`src/rtl/dmem_arbiter_if.sv`:
```
// Bus bundle between the two data-memory requesters, the arbiter and DataMem.
// The arbiter uses the slave modport; requesters and the memory use master.
interface dmem_arbiter_if;
  logic        req0;
  logic [5:0]  op0;
  logic [31:0] addr0;
  logic [31:0] wdata0;
  logic        gnt0;
  logic        done0;
  logic [31:0] rdata0;

  logic        req1;
  logic [5:0]  op1;
  logic [31:0] addr1;
  logic [31:0] wdata1;
  logic        gnt1;
  logic        done1;
  logic [31:0] rdata1;

  logic [31:0] mem_addr;
  logic [31:0] mem_data;
  logic [5:0]  mem_opcode;
  logic [31:0] mem_out;
  logic        busy;

  modport slave (
    input  req0, op0, addr0, wdata0, req1, op1, addr1, wdata1, mem_out,
    output gnt0, done0, rdata0, gnt1, done1, rdata1,
    output mem_addr, mem_data, mem_opcode, busy
  );

  modport master (
    output req0, op0, addr0, wdata0, req1, op1, addr1, wdata1, mem_out,
    input  gnt0, done0, rdata0, gnt1, done1, rdata1,
    input  mem_addr, mem_data, mem_opcode, busy
  );
endinterface

```
`src/rtl/dmem_arbiter.sv`:
```
// Two-port arbiter for the single-port data memory: each access runs IDLE -> ISSUE -> RESP,
// so a store commits on exactly one edge and load data is registered back to the winner.
module dmem_arbiter #(
  parameter logic [5:0] OP_NOP     = 6'h00,
  parameter bit         FIXED_PRIO = 1'b0
) (
  input logic           CLK,
  input logic           RST,
  dmem_arbiter_if.slave bus
);

  localparam logic [1:0] IDLE  = 2'd0;
  localparam logic [1:0] ISSUE = 2'd1;
  localparam logic [1:0] RESP  = 2'd2;

  logic [1:0]  state_q;
  logic        last_q;
  logic        sel_q;
  logic [5:0]  op_q;
  logic [31:0] mem_addr_q;
  logic [31:0] mem_data_q;
  logic        gnt0_q, gnt1_q;
  logic        done0_q, done1_q;
  logic [31:0] rdata0_q, rdata1_q;
  logic        pick;
  logic        op_load;
  logic        op_valid;

  function automatic logic is_load(input logic [5:0] op);
    return op inside {6'h20, 6'h21, 6'h23, 6'h24, 6'h25};
  endfunction

  function automatic logic is_store(input logic [5:0] op);
    return op inside {6'h28, 6'h29, 6'h2B};
  endfunction

  assign op_load  = is_load(op_q);
  assign op_valid = is_load(op_q) | is_store(op_q);

  // On a tie round-robin hands the slot to the port that did not win last time.
  always_comb begin
    pick = bus.req1;
    if (bus.req0 && bus.req1) begin
      pick = FIXED_PRIO ? 1'b0 : ~last_q;
    end
  end

  always_ff @(posedge CLK) begin
    if (RST) begin
      state_q    <= IDLE;
      last_q     <= 1'b1;
      sel_q      <= 1'b0;
      op_q       <= OP_NOP;
      mem_addr_q <= 32'h0;
      mem_data_q <= 32'h0;
      gnt0_q     <= 1'b0;
      gnt1_q     <= 1'b0;
      done0_q    <= 1'b0;
      done1_q    <= 1'b0;
      rdata0_q   <= 32'h0;
      rdata1_q   <= 32'h0;
    end else begin
      gnt0_q  <= 1'b0;
      gnt1_q  <= 1'b0;
      done0_q <= 1'b0;
      done1_q <= 1'b0;
      case (state_q)
        IDLE: begin
          if (bus.req0 || bus.req1) begin
            sel_q      <= pick;
            last_q     <= pick;
            op_q       <= pick ? bus.op1 : bus.op0;
            mem_addr_q <= pick ? bus.addr1 : bus.addr0;
            mem_data_q <= pick ? bus.wdata1 : bus.wdata0;
            gnt0_q     <= ~pick;
            gnt1_q     <= pick;
            state_q    <= ISSUE;
          end
        end
        ISSUE: state_q <= RESP;
        RESP: begin
          if (sel_q) begin
            rdata1_q <= op_load ? bus.mem_out : 32'h0;
            done1_q  <= 1'b1;
          end else begin
            rdata0_q <= op_load ? bus.mem_out : 32'h0;
            done0_q  <= 1'b1;
          end
          state_q <= IDLE;
        end
        default: state_q <= IDLE;
      endcase
    end
  end

  // Reset overrides the decode so an access cut off mid-ISSUE never writes memory.
  always_comb begin
    bus.mem_opcode = OP_NOP;
    if (!RST) begin
      case (state_q)
        ISSUE:   bus.mem_opcode = op_valid ? op_q : OP_NOP;
        RESP:    bus.mem_opcode = op_load ? op_q : OP_NOP;
        default: bus.mem_opcode = OP_NOP;
      endcase
    end
  end

  assign bus.busy     = (state_q == ISSUE) || (state_q == RESP);
  assign bus.mem_addr = mem_addr_q;
  assign bus.mem_data = mem_data_q;
  assign bus.gnt0     = gnt0_q;
  assign bus.gnt1     = gnt1_q;
  assign bus.done0    = done0_q;
  assign bus.done1    = done1_q;
  assign bus.rdata0   = rdata0_q;
  assign bus.rdata1   = rdata1_q;

endmodule

```
`src/flat_wrapper.sv`:
```
// flat-port wrapper written by rule: the top's interface ports become plain ports
module dmem_arbiter_flat 
#(
  parameter logic [5:0] OP_NOP     = 6'h00,
  parameter bit         FIXED_PRIO = 1'b0
)
  (CLK, RST, bus_req0, bus_op0, bus_addr0, bus_wdata0, bus_req1, bus_op1, bus_addr1, bus_wdata1, bus_mem_out, bus_gnt0, bus_done0, bus_rdata0, bus_gnt1, bus_done1, bus_rdata1, bus_mem_addr, bus_mem_data, bus_mem_opcode, bus_busy);
  dmem_arbiter_if bus_i ();
  input logic CLK;
  input logic RST;
  input wire logic [$bits(bus_i.req0)-1:0] bus_req0;
  input wire logic [$bits(bus_i.op0)-1:0] bus_op0;
  input wire logic [$bits(bus_i.addr0)-1:0] bus_addr0;
  input wire logic [$bits(bus_i.wdata0)-1:0] bus_wdata0;
  input wire logic [$bits(bus_i.req1)-1:0] bus_req1;
  input wire logic [$bits(bus_i.op1)-1:0] bus_op1;
  input wire logic [$bits(bus_i.addr1)-1:0] bus_addr1;
  input wire logic [$bits(bus_i.wdata1)-1:0] bus_wdata1;
  input wire logic [$bits(bus_i.mem_out)-1:0] bus_mem_out;
  output wire logic [$bits(bus_i.gnt0)-1:0] bus_gnt0;
  output wire logic [$bits(bus_i.done0)-1:0] bus_done0;
  output wire logic [$bits(bus_i.rdata0)-1:0] bus_rdata0;
  output wire logic [$bits(bus_i.gnt1)-1:0] bus_gnt1;
  output wire logic [$bits(bus_i.done1)-1:0] bus_done1;
  output wire logic [$bits(bus_i.rdata1)-1:0] bus_rdata1;
  output wire logic [$bits(bus_i.mem_addr)-1:0] bus_mem_addr;
  output wire logic [$bits(bus_i.mem_data)-1:0] bus_mem_data;
  output wire logic [$bits(bus_i.mem_opcode)-1:0] bus_mem_opcode;
  output wire logic [$bits(bus_i.busy)-1:0] bus_busy;
  assign bus_i.req0 = bus_req0;
  assign bus_i.op0 = bus_op0;
  assign bus_i.addr0 = bus_addr0;
  assign bus_i.wdata0 = bus_wdata0;
  assign bus_i.req1 = bus_req1;
  assign bus_i.op1 = bus_op1;
  assign bus_i.addr1 = bus_addr1;
  assign bus_i.wdata1 = bus_wdata1;
  assign bus_i.mem_out = bus_mem_out;
  assign bus_gnt0 = bus_i.gnt0;
  assign bus_done0 = bus_i.done0;
  assign bus_rdata0 = bus_i.rdata0;
  assign bus_gnt1 = bus_i.gnt1;
  assign bus_done1 = bus_i.done1;
  assign bus_rdata1 = bus_i.rdata1;
  assign bus_mem_addr = bus_i.mem_addr;
  assign bus_mem_data = bus_i.mem_data;
  assign bus_mem_opcode = bus_i.mem_opcode;
  assign bus_busy = bus_i.busy;
  dmem_arbiter #(.OP_NOP(OP_NOP), .FIXED_PRIO(FIXED_PRIO)) u_core (.CLK(CLK), .RST(RST), .bus(bus_i));
endmodule
```
`config.mk`:
```
export PLATFORM = sky130hd
export DESIGN_NAME = dmem_arbiter_flat
export DESIGN_NICKNAME = d
export VERILOG_FILES = /design/src/rtl/dmem_arbiter_if.sv /design/src/rtl/dmem_arbiter.sv /design/src/flat_wrapper.sv
export SDC_FILE = /design/constraint.sdc
export NUM_CORES = 1
export LEC_CHECK = 0
export ABC_CLOCK_PERIOD_IN_PS = 1750
export CAP_MARGIN = 20
export CORE_ASPECT_RATIO = 1.1
export CORE_MARGIN = 3
export CORE_UTILIZATION = 40
export DETAILED_ROUTE_END_ITERATION = 8
export HOLD_SLACK_MARGIN = 0.08
export PLACE_DENSITY = 0.91
export SYNTH_ARGS = -nofsm -noshare
export SYNTH_HDL_FRONTEND = slang
export SYNTH_SLANG_ARGS = --single-unit
export TNS_END_PERCENT = 20
```
`constraint.sdc`:
```
create_clock -name CLK -period 1.75 [get_ports CLK]
set_input_delay 0.2625 -clock CLK [delete_from_list [all_inputs] [get_ports CLK]]
set_output_delay 0.2625 -clock CLK [all_outputs]
set_load 0.005 [all_outputs]
```
==> impl_results.md, run 1 <==
- 1st-pass router iterations: 5
- Final hold vios: 0
- DRC: 0
- Antenna violations before repair: 1
- Failing checks: setup timing
- Post-Syn Area per Cell: 8.96 um^2
- CP Cell Sequence: inv_2 > ha_4 > nor4bb_4 > o211ai_1 > buf_4 > buf_6 > a21oi_2 > buf_2
- Via count: 6390
- Dpl ws: -699 ps
- Reg clk slew, reported paths: 60 ps
- Final Non-Filler Cells: 1212
- Syn. warnings: 0
- Placer Congestion: 0.794
- Slew Limit Fails: 0
- Register area share after synthesis: 45.6%
- Final setup viols: 5
- CP arrival: 1980 ps
- Clock Latency Late Sink: about 420 ps
- Number of global-route vias before repair: between 6000 and 7000
- Clock sinks: roughly 140
- Count leader, synth: dfxtp_1
- H-tree depth: 4
- Static leakage: roughly 0.0039 uW
- Sequential cell area: 0.00285 mm^2
- CP Capture Type: output port
- Detailed Place HPWL: 15000 um
- Final ANT Viol Nets: 0
- Clock Tree Buf Depth: 2
- Status: finished, violations left
- CTS Root Cell: clkbuf_16
- Share of layout cells above drive strength 1: roughly 14%
- Tightest Pin Transition: 1080 ps
- Top FF cell, synth: dfxtp_1
- Starting Density: around 41%
- Detail-routed via count per cell: ~5.3
- Crit path kind: reg2out
- P&R area growth vs syn: 67.8%
- Synthesized Nets: 874
- Global route overflow: 0
- Nets: approximately 1200
- Achievable Freq: between 0.4 and 0.5 GHz
- Row cnt: 47
- Worst hold path type: in2reg
- Placed instance count: roughly 1200
- WP data required: 1490 ps
- Max_slew headroom: approximately 28%
- I/O pin count: 315
- Dominant cell type by area after synthesis: dfxtp_1
- PortBufs: 313
- EDFF count, synth: 0
- Worst vdd ir: 0.000660 V
- First-pass GRT wire length: approximately 33000 um
- Final Hold Slack: 337 ps
- Async set-reset flop share out of synthesis: 0%
- Largest net degree at the start of global routing: approximately 110
- RSZ-0062 raised after global routing: yes
- Total CTS buffers: 17
- Hold Path Cell Cnt: 4
- Mapped cell area: about 0.0062 mm^2
- DIE HEIGHT: about 140 um
- Drt total wl: 21400 um
- Minimum clock period: 2240 ps
- Antenna diode instance count: 0
- Yosys reg bits: 142
- CTS tree: done
- Total of max-cap violations: 0
- Crit path max fanout: 2
- Area of the multi-input gates: 0.00311 mm^2
- Final Skew: 7.30 ps
- Final worst slack: -492 ps
- Core area: 0.0152 mm^2
- Fillers: 1149
- Area contributors post-synth: dfxtp_1 (46%), a211oi_2 (8.8%), nand3b_1 (7.7%)
- Mapped Cells: 695
- Gr usage total: between 20% and 30%
- Die area: 0.0171 mm^2
- Synth cell count leaders: dfxtp_1 (142), a21oi_1 (75), nand2_1 (75)
- FF-to-FF path depth: 8
- Library cells used by synthesis: 33
- WL per Instance: around 18 um
- Die Wd: 125 um
- Slowest CP cell: dfxtp_2
- CP Launch Type: flip-flop
- Iter 0 DRT Violations: 465
- Top cell type's share of synthesized area: 45.6%
- Total power divided by cell area: 958 mW/mm^2
- Slowest stage delay, CP: 330 ps
- Final period util: 128%
placed cells by master (no fill, tap or decap), types with 2 or more instances in the layout:
master,n
clkdlybuf4s50_1,306
dfxtp_1,140
nand2_1,74
nor2_1,73
a21oi_1,73
nand3b_1,64
o31ai_1,64
a211oi_2,46
buf_4,39
nand2b_1,32
a211oi_1,24
clkbuf_16,17
buf_12,10
bufinv_16,5
buf_2,5
inv_1,3
clkbuf_1,3
o211ai_1,2
a21oi_2,2
inv_2,2
o21ai_4,2
a221oi_1,2
ha_1,2
clkinv_2,2
inv_6,2
dfxtp_2,2
critical path: cells and delay by family (launching register included):
kind	cells	cell delay [ps]
DFF	1	330
adders and majority gates	1	260
buffers and inverters	4	460
AOI/OAI and AO/OA	2	290
and+or+nand+nor	1	200
power by group:
| group | switching [uW] | internal (uW) | total, uW |
|---|---|---|---|
| registers | 140 | 3490 | 3630 |
| logic | 1090 | 1310 | 2400 |
| clock network | 1410 | 2570 | 3980 |
cells by family (layout without fill, tap and decap cells):
kind of cell	after synthesis	in the layout	share of synthesized area, %
multiplexers	1	1	0.161
AND/OR/NAND/NOR	252	252	20.8
AO/OA/AOI/OAI	220	220	27.1
adder cells (fa/ha/maj)	3	3	0.603
flip-flops	142	142	45.7
buffers and inverters	76	397	5.67
other	1	1	0.0602
state kept, by name, indices dropped and copies added, names as in the netlist:
| signal | count |
|---|---|
| u_core.sel_q | 1 |
| u_core.bus.gnt0 | 1 |
| u_core.bus.mem_data | 32 |
| u_core.bus.done0 | 1 |
| u_core.state_q | 2 |
| u_core.op_q | 6 |
| u_core.bus.rdata1 | 32 |
| u_core.bus.mem_addr | 32 |
| u_core.bus.done1 | 1 |
| u_core.bus.rdata0 | 32 |
| u_core.last_q | 1 |
| u_core.bus.gnt1 | 1 |
cell type report:
cell class	instances	share of cell area (%)
Timing Repair Buffer	361	34.4
Inverter	5	0.180
Multi-Input combinational cell	477	29.8
Sequential cell	142	27.2
Clock buffer	21	4.31
Clock inverter	10	1.77
Tap cell	196	2.35
worst paths after layout:
path	start	end	slack, ps
min	RST	u_core.bus.rdata0[3]	340
max	u_core.state_q[0]	bus_mem_opcode[5]	-490
min reg2reg	u_core.sel_q	u_core.sel_q	490
max reg2reg	u_core.state_q[0]	u_core.bus.rdata1[12]	200
layer usage:
layer / GRT usage, % / wire, um / vias to the layer above
li1: - / - / 3085
met5: 0 / 9 / -
met4: 9.76 / 667 / 2
met3: 9.60 / 1920 / 43
met1: 27.0 / 8300 / 2983
met2: 40.8 / 10500 / 277
repair_timing:
action                                  4_1_cts  5_1_grt
setup buffers                                 6        3
hold buffers                                  0        0
endpoints found under the setup margin        6        5
gates cloned                                  0        0
pin swaps                                     7        0
gates resized for setup                      32        1
metrics by stage:
stage / total power [uW] / util (%) / TNS [ps] / area (um^2)
global route: 10400 / 68.9 / -2720 / 10400
detailed placement: 6040 / 64.1 / -11790 / 9720
CTS: 10100 / 68.7 / -2170 / 10400
global placement: 5990 / 64.1 / -9040 / 9720
floorplan: 4770 / - / 0 / 6230
finish: 10000 / 68.9 / -2070 / 10400
Note: power is estimated with default switching activity, not from simulation.
==> inputs of run 2 (changes only) <==
CORE_MARGIN = 4   (was 3)
GPL_ROUTABILITY_DRIVEN = 0   (was default)
==> run 2 against run 1 <==
Compared with the run above:
- the flow still finishes with violations (setup timing)
- die area increased by 3.1%
- non-clock buffer count shrank 4
- clock skew grew 3.3 ps
- via count down 0.23%
- critical path depth stayed put
- worst setup slack lost 29 ps
- combinational power about the same
- fmax down 1.3%
- cell area is 0.67% lower
- final cell count stayed put
- sequential power is essentially flat
- largest power group is now sequential cells
==> impl_results.md, run 2 (synthesized netlist as in run 1, its figures left out) <==
- Status: finished, violations left
- Failing checks: setup timing
- Share of layout cells above drive strength 1: 14.5%
- Slowest stage delay, CP: 340 ps
- Family with the most delay on the worst path: buffers and inverters
- 1st-pass router iterations: 5
- Worst vdd ir: 0.000620 V
- Core area: 0.0152 mm^2
- DRC: 0
- CTS Hold Bufs: 0
- Most common cell after layout, fill and taps aside: clkdlybuf4s50_1
- Clock Tree Buf Depth: 2
- Starting Density: about two fifths
- RSZ-0062 raised after global routing: yes
- CP Capture Type: output port
- Design Area, Final: 0.0104 mm^2
- Clock sinks: 142
- Via count: 6375
- Total CTS buffers: 17
- Die area: approximately 0.018 mm^2
- Total power divided by cell area: ~900 mW/mm^2
- Gr usage total: 23.4%
- Critical path buffer and inverter count: 5
- DIE HEIGHT: 139 um
- Crit path kind: reg2out
- Placed Area: 0.00973 mm^2
- Final ANT Viol Nets: 0
- Worst hold path type: in2reg
- CTS tree: done
- Placed instance count: 1173
- Nets: ~1200
- Max_slew headroom: 53.9%
- Drt total wl: about 21000 um
- CTS Root Cell: clkbuf_16
- Antenna violations before repair: 4
- CP Launch Type: flip-flop
- Detail-routed via count per cell: 5.26
- Largest net degree at the start of global routing: 110
- Final setup viols: 5
- Number of global-route vias before repair: a little over 6000
- Total of max-cap violations: 0
- Clock Latency Late Sink: a little over 400 ps
- Reg clk slew, reported paths: ~60 ps
- Flop2flop setup slack: around 260 ps
- Static leakage: 0.00382 uW
- Achievable Freq: 0.440 GHz
- CP arrival: 2010 ps
- Final Non-Filler Cells: 1212
- P&R area growth vs syn: 66.7%
- Final worst slack: -521 ps
- Detailed Place HPWL: 15300 um
- Global route overflow: 0
- Final period util: 130%
- Minimum clock period: between 2000 and 2500 ps
- Tightest Pin Transition: 691 ps
- WL per Instance: around 18 um
- CP Cell Sequence: buf_4 > nor3b_2 > o211ai_1 > buf_4 > buf_4 > a211oi_2 > buf_4 > buf_6
- Die Wd: ~130 um
- Row cnt: between 40 and 50
- Final Skew: 10.6 ps
- Iter 0 DRT Violations: 361
- Leading cell types in the layout, fill and taps excluded: clkdlybuf4s50_1 (306), dfxtp_1 (140), nand2_1 (74)
- Crit path max fanout: 2
- Most frequent CP cell: buf_4
- Slew Limit Fails: 0
- I/O pin count: 315
- Fillers: roughly 1200
- PortBufs: 313
- Final hold vios: 0
- First-pass GRT wire length: 33200 um
- WP data required: 1490 ps
- H-tree depth: 4
- Fin Setup TNS: -2010 ps
- Slowest CP cell: dfxtp_1
run 2: cell count changes in the layout (fill, tap and decap cells not counted), moves of 2 or more:
cell	change
buf_6	+2
clkinvlp_4	+3
clkinv_4	+2
buf_2	-3
clkinv_2	+3
bufinv_16	-4
buf_4	-4
clkbuf_1	-3
diode_2	+4
run 2: through the flow:
step | utilization [%] | setup WS (ps) | hold slack, ps | power, uW
floorplan | - | 16.1 | 404 | 4770
global placement | 64.1 | -644 | 464 | 6000
detailed placement | 64.1 | -658 | 473 | 6050
CTS | 68.2 | -499 | 381 | 9470
global route | 68.4 | -652 | 400 | 9830
finish | 68.4 | -521 | 399 | 9360
run 2: path summary, 6_finish.rpt:
check                                      startpoint                       to  cells after the start
worst max-delay path                   u_core.op_q[4]        bus_mem_opcode[1]                      8
worst min-delay path                     bus_addr0[2]   u_core.bus.mem_addr[2]                      3
worst max register to register      u_core.state_q[1]  u_core.bus.mem_addr[26]                      6
worst min register to register  u_core.bus.rdata1[12]    u_core.bus.rdata1[12]                      2
run 2: area by class of cell:
class | instances | area, um^2 | share of cell area (%)
Antenna cell | 4 | 10.0 | 0.0964
Multi-Input combinational cell | 477 | 3140 | 30.2
Tap cell | 196 | 245 | 2.36
Clock inverter | 14 | 120 | 1.16
Timing Repair Buffer | 357 | 3570 | 34.4
Inverter | 5 | 18.8 | 0.181
Sequential cell | 142 | 2850 | 27.4
Clock buffer | 17 | 425 | 4.10
run 2: layer usage:
layer | track usage [%] | wire length, um | vias up
li1 | - | - | 3089
met1 | 27.1 | 8330 | 2950
met2 | 38.4 | 10200 | 291
met3 | 8.47 | 2030 | 45
met4 | 11.2 | 742 | 0
met5 | 0 | 0 | -
run 2: where the power goes:
part	leakage (uW)	switching, uW	internal [uW]
Combinational	0.00239	1090	1290
Sequential	0.00116	137	3490
Clock	0.000261	1410	1940
run 2: worst reg2reg max path, cell delays in order (launching register included):
cell	delay [ps]
dfxtp_2	320
inv_2	70
ha_4	190
o21a_2	260
buf_12	210
nor2_1	100
a211oi_1	240
run 2: repair_timing:
action | 4_1_cts | 5_1_grt
pin swaps | 6 | 1
gates resized for setup | 33 | 7
gates cloned | 0 | 0
endpoints found under the setup margin | 6 | 10
buffers inserted | 4 | 1
==> inputs of run 3 (changes only) <==
CELL_PAD_IN_SITES_DETAIL_PLACEMENT = 1   (was default)
CELL_PAD_IN_SITES_GLOBAL_PLACEMENT = 1   (was default)
CORE_ASPECT_RATIO = default   (was 1.1)
CORE_MARGIN = 2   (was 4)
CORE_UTILIZATION = 29   (was 40)
PLACE_DENSITY = 0.93   (was 0.91)
==> run 3 against run 2 <==
Compared with the run above:
- the run still ends with setup timing left
- critical path depth grew 1
- first-iteration DRC count shrank 50%
- fmax decreased by 9.4%
- hold slack better by 9.3 ps
- global-route usage decreased by 1.8 points
- count of clock-buffer cells in the layout is the same
- sequential share of layout area fell by 0.55 points
- total power increased by 4.2%
- core utilization decreased by 18 points
- sequential power barely moved
- register-to-register slack worse by 130 ps
- clock power increased by 7.5%
- critical endpoint is now bus_mem_opcode[3]
- highest routed layer unchanged
==> impl_results.md, run 3 (synthesized netlist as in run 1, its figures left out) <==
- Die Wd: 151 um
- Capture point of the worst path: bus_mem_opcode[3]
- Tightest Pin Transition: between 1000 and 1500 ps
- P&R area growth vs syn: 70.1%
- Gr usage total: 21.6%
- Share of layout cells above drive strength 1: 15.5%
- Die area: 0.0227 mm^2
- Fin Setup TNS: -2930 ps
- Internal power: 6850 uW
- Number of global-route vias before repair: 7077
- Top sig layer: met4
- WL met1: ~9800 um
- CP Capture Type: output port
- Total power divided by cell area: 921 mW/mm^2
- PortBufs: about 310
- DRC: 0
- Failing checks: setup timing
- Worst vdd ir: a little under 0.0007 V
- Clock power frac: between 30% and 40%
- WP data required: between 1000 and 1500 ps
- Detail-routed via count per cell: 5.03
- Slowest CP cell: dfxtp_2
- Minimum clock period: 2510 ps
- Most frequent CP cell: buf_4
- CP arrival: between 2000 and 2500 ps
- Final period util: 143%
- H-tree depth: 4
- Fillers: roughly 2400
- Flop2flop setup slack: 130 ps
- Iter 0 DRT Violations: roughly 180
- WL per Instance: 19.3 um
- Final worst slack: -758 ps
- CP Launch Type: flip-flop
- Worst hold path type: in2reg
- CP startpoint: u_core.state_q[0]
- CTS tree: done
- Final ANT Viol Nets: 0
- Crit path kind: reg2out
- Starting Density: 29.6%
- Reg clk slew, reported paths: 60 ps
- Placed Area: 0.00996 mm^2
- Core area: 0.0210 mm^2
- Drt total wl: approximately 25000 um
- Tot Pwr: 9750 uW
- Max_slew headroom: 32.8%
- Dpl ws: -828 ps
- DIE HEIGHT: around 150 um
- Clock Tree Buf Depth: 2
- Row cnt: 53
- Met3 WL: 2210 um
- First-pass GRT wire length: 38000 um
- Global route overflow: 0
- Via count: roughly 6600
- Design Area, Final: 0.0106 mm^2
- FF-to-FF path depth: 6
- Nets: 1192
- Final setup viols: 5
- Largest net degree at the start of global routing: 112
- Static leakage: 0.00391 uW
- Final Skew: 8.96 ps
- Detailed Place HPWL: 18600 um
- RSZ-0062 raised after global routing: yes
- R2R Path End: u_core.bus.rdata1[16]
- Crit path max fanout: 3
- Status: finished, violations left
- CTS Root Cell: clkbuf_16
- Worst flop-to-flop path startpoint: u_core.op_q[4]
- Slowest stage delay, CP: 340 ps
- Met2 wire len: about 12000 um
- CP Cell Sequence: inv_2 > ha_4 > nor4bb_4 > buf_4 > o211ai_1 > buf_4 > buf_6 > nor2_4 > buf_2
- Total CTS buffers: 17
- I/O pin count: between 300 and 400
- Antenna violations before repair: 1
- Leading cell types in the layout, fill and taps excluded: clkdlybuf4s50_1 (306), dfxtp_1 (140), a21oi_1 (75)
- Switching Share: between 20% and 30%
- Most common cell after layout, fill and taps aside: clkdlybuf4s50_1
- Clock Latency Late Sink: 410 ps
- 1st-pass router iterations: 5
- Clock sinks: between 100 and 150
- Sequential Power Share: a little under two fifths
- Gate power share: roughly 26%
- Achievable Freq: 0.399 GHz
- Final hold vios: 0
- NetSw: a little under 3000 uW
- Slew Limit Fails: 0
- Final Hold Slack: 408 ps
- Total of max-cap violations: 0
[run 3: cell types whose count changed in the layout (fill, tap and decap cells not counted), sizes merged]
cell	change
buf	+14
clkbuf	-1
clkinv	-4
clkinvlp	-2
diode	-2
inv	+7
[run 3: repair_timing]
item,in CTS,in global routing
setup endpoints to repair,6,6
setup buffers,4,1
resized for setup,31,2
pin swaps,6,0
hold buffers,0,0
endpoints found under the hold margin,0,0
[run 3: power by group through the flow]
| stage | logic, uW | registers, uW | clock network, uW |
|---|---|---|---|
| 6_report | 2510 | 3640 | 3600 |
| 5_1_grt | 2730 | 3660 | 3860 |
| 4_1_cts | 2540 | 3640 | 3720 |
| 3_5_place_dp | 2490 | 3710 | 0 |
| 3_3_place_gp | 2420 | 3690 | 0 |
| 2_1_floorplan | 1060 | 3710 | 0 |
[run 3: how the worst min path moves through the flow]
| stage | start | end | slack, ps | cells after the start |
|---|---|---|---|---|
| 4_1_cts | bus_wdata0[4] | u_core.bus.mem_data[4] | 390 | 3 |
| 3_3_place_gp | u_core.bus.rdata0[21] | u_core.bus.rdata0[21] | 470 | 2 |
| 2_1_floorplan | bus_addr0[0] | u_core.bus.mem_addr[0] | 400 | 2 |
| 5_1_grt | bus_addr0[23] | u_core.bus.mem_addr[23] | 390 | 3 |
| 3_5_place_dp | u_core.sel_q | u_core.sel_q | 480 | 2 |
| 6_report | bus_addr0[29] | u_core.bus.mem_addr[29] | 410 | 3 |
[run 3: layer usage]
metal / GRT usage (%) / vias up
met5: 0 / -
met4: 8.30 / 0
met3: 7.85 / 40
met2: 37.9 / 270
met1: 23.8 / 3136
li1: - / 3104
[run 3: area by class of cell]
type	instances	area [um^2]	area share, %
Clock inverter	15	150	1.42
Multi-Input combinational cell	477	3120	29.4
Clock buffer	17	425	4.02
Timing Repair Buffer	370	3680	34.8
Tap cell	275	344	3.25
Sequential cell	142	2850	26.9
Inverter	5	18.8	0.177
Antenna cell	2	5.00	0.0473
[run 3: critical path: cells and delay by family, from the launching register on]
family / cells / cell delay [ps]
adder cells (fa/ha/maj): 1 / 250
AO/OA/AOI/OAI: 1 / 260
AND/OR/NAND/NOR: 2 / 260
flip-flops: 1 / 340
buffers and inverters: 5 / 730
[run 3: per-stage QoR]
| stage | instances | utilization (%) |
|---|---|---|
| 6_report | 1303 | 50.4 |
| 5_1_grt | 1302 | 50.4 |
| 4_1_cts | 1300 | 50.3 |
| 3_5_place_dp | 1266 | 47.4 |
| 3_3_place_gp | 1266 | 47.4 |
| 2_1_floorplan | 695 | - |
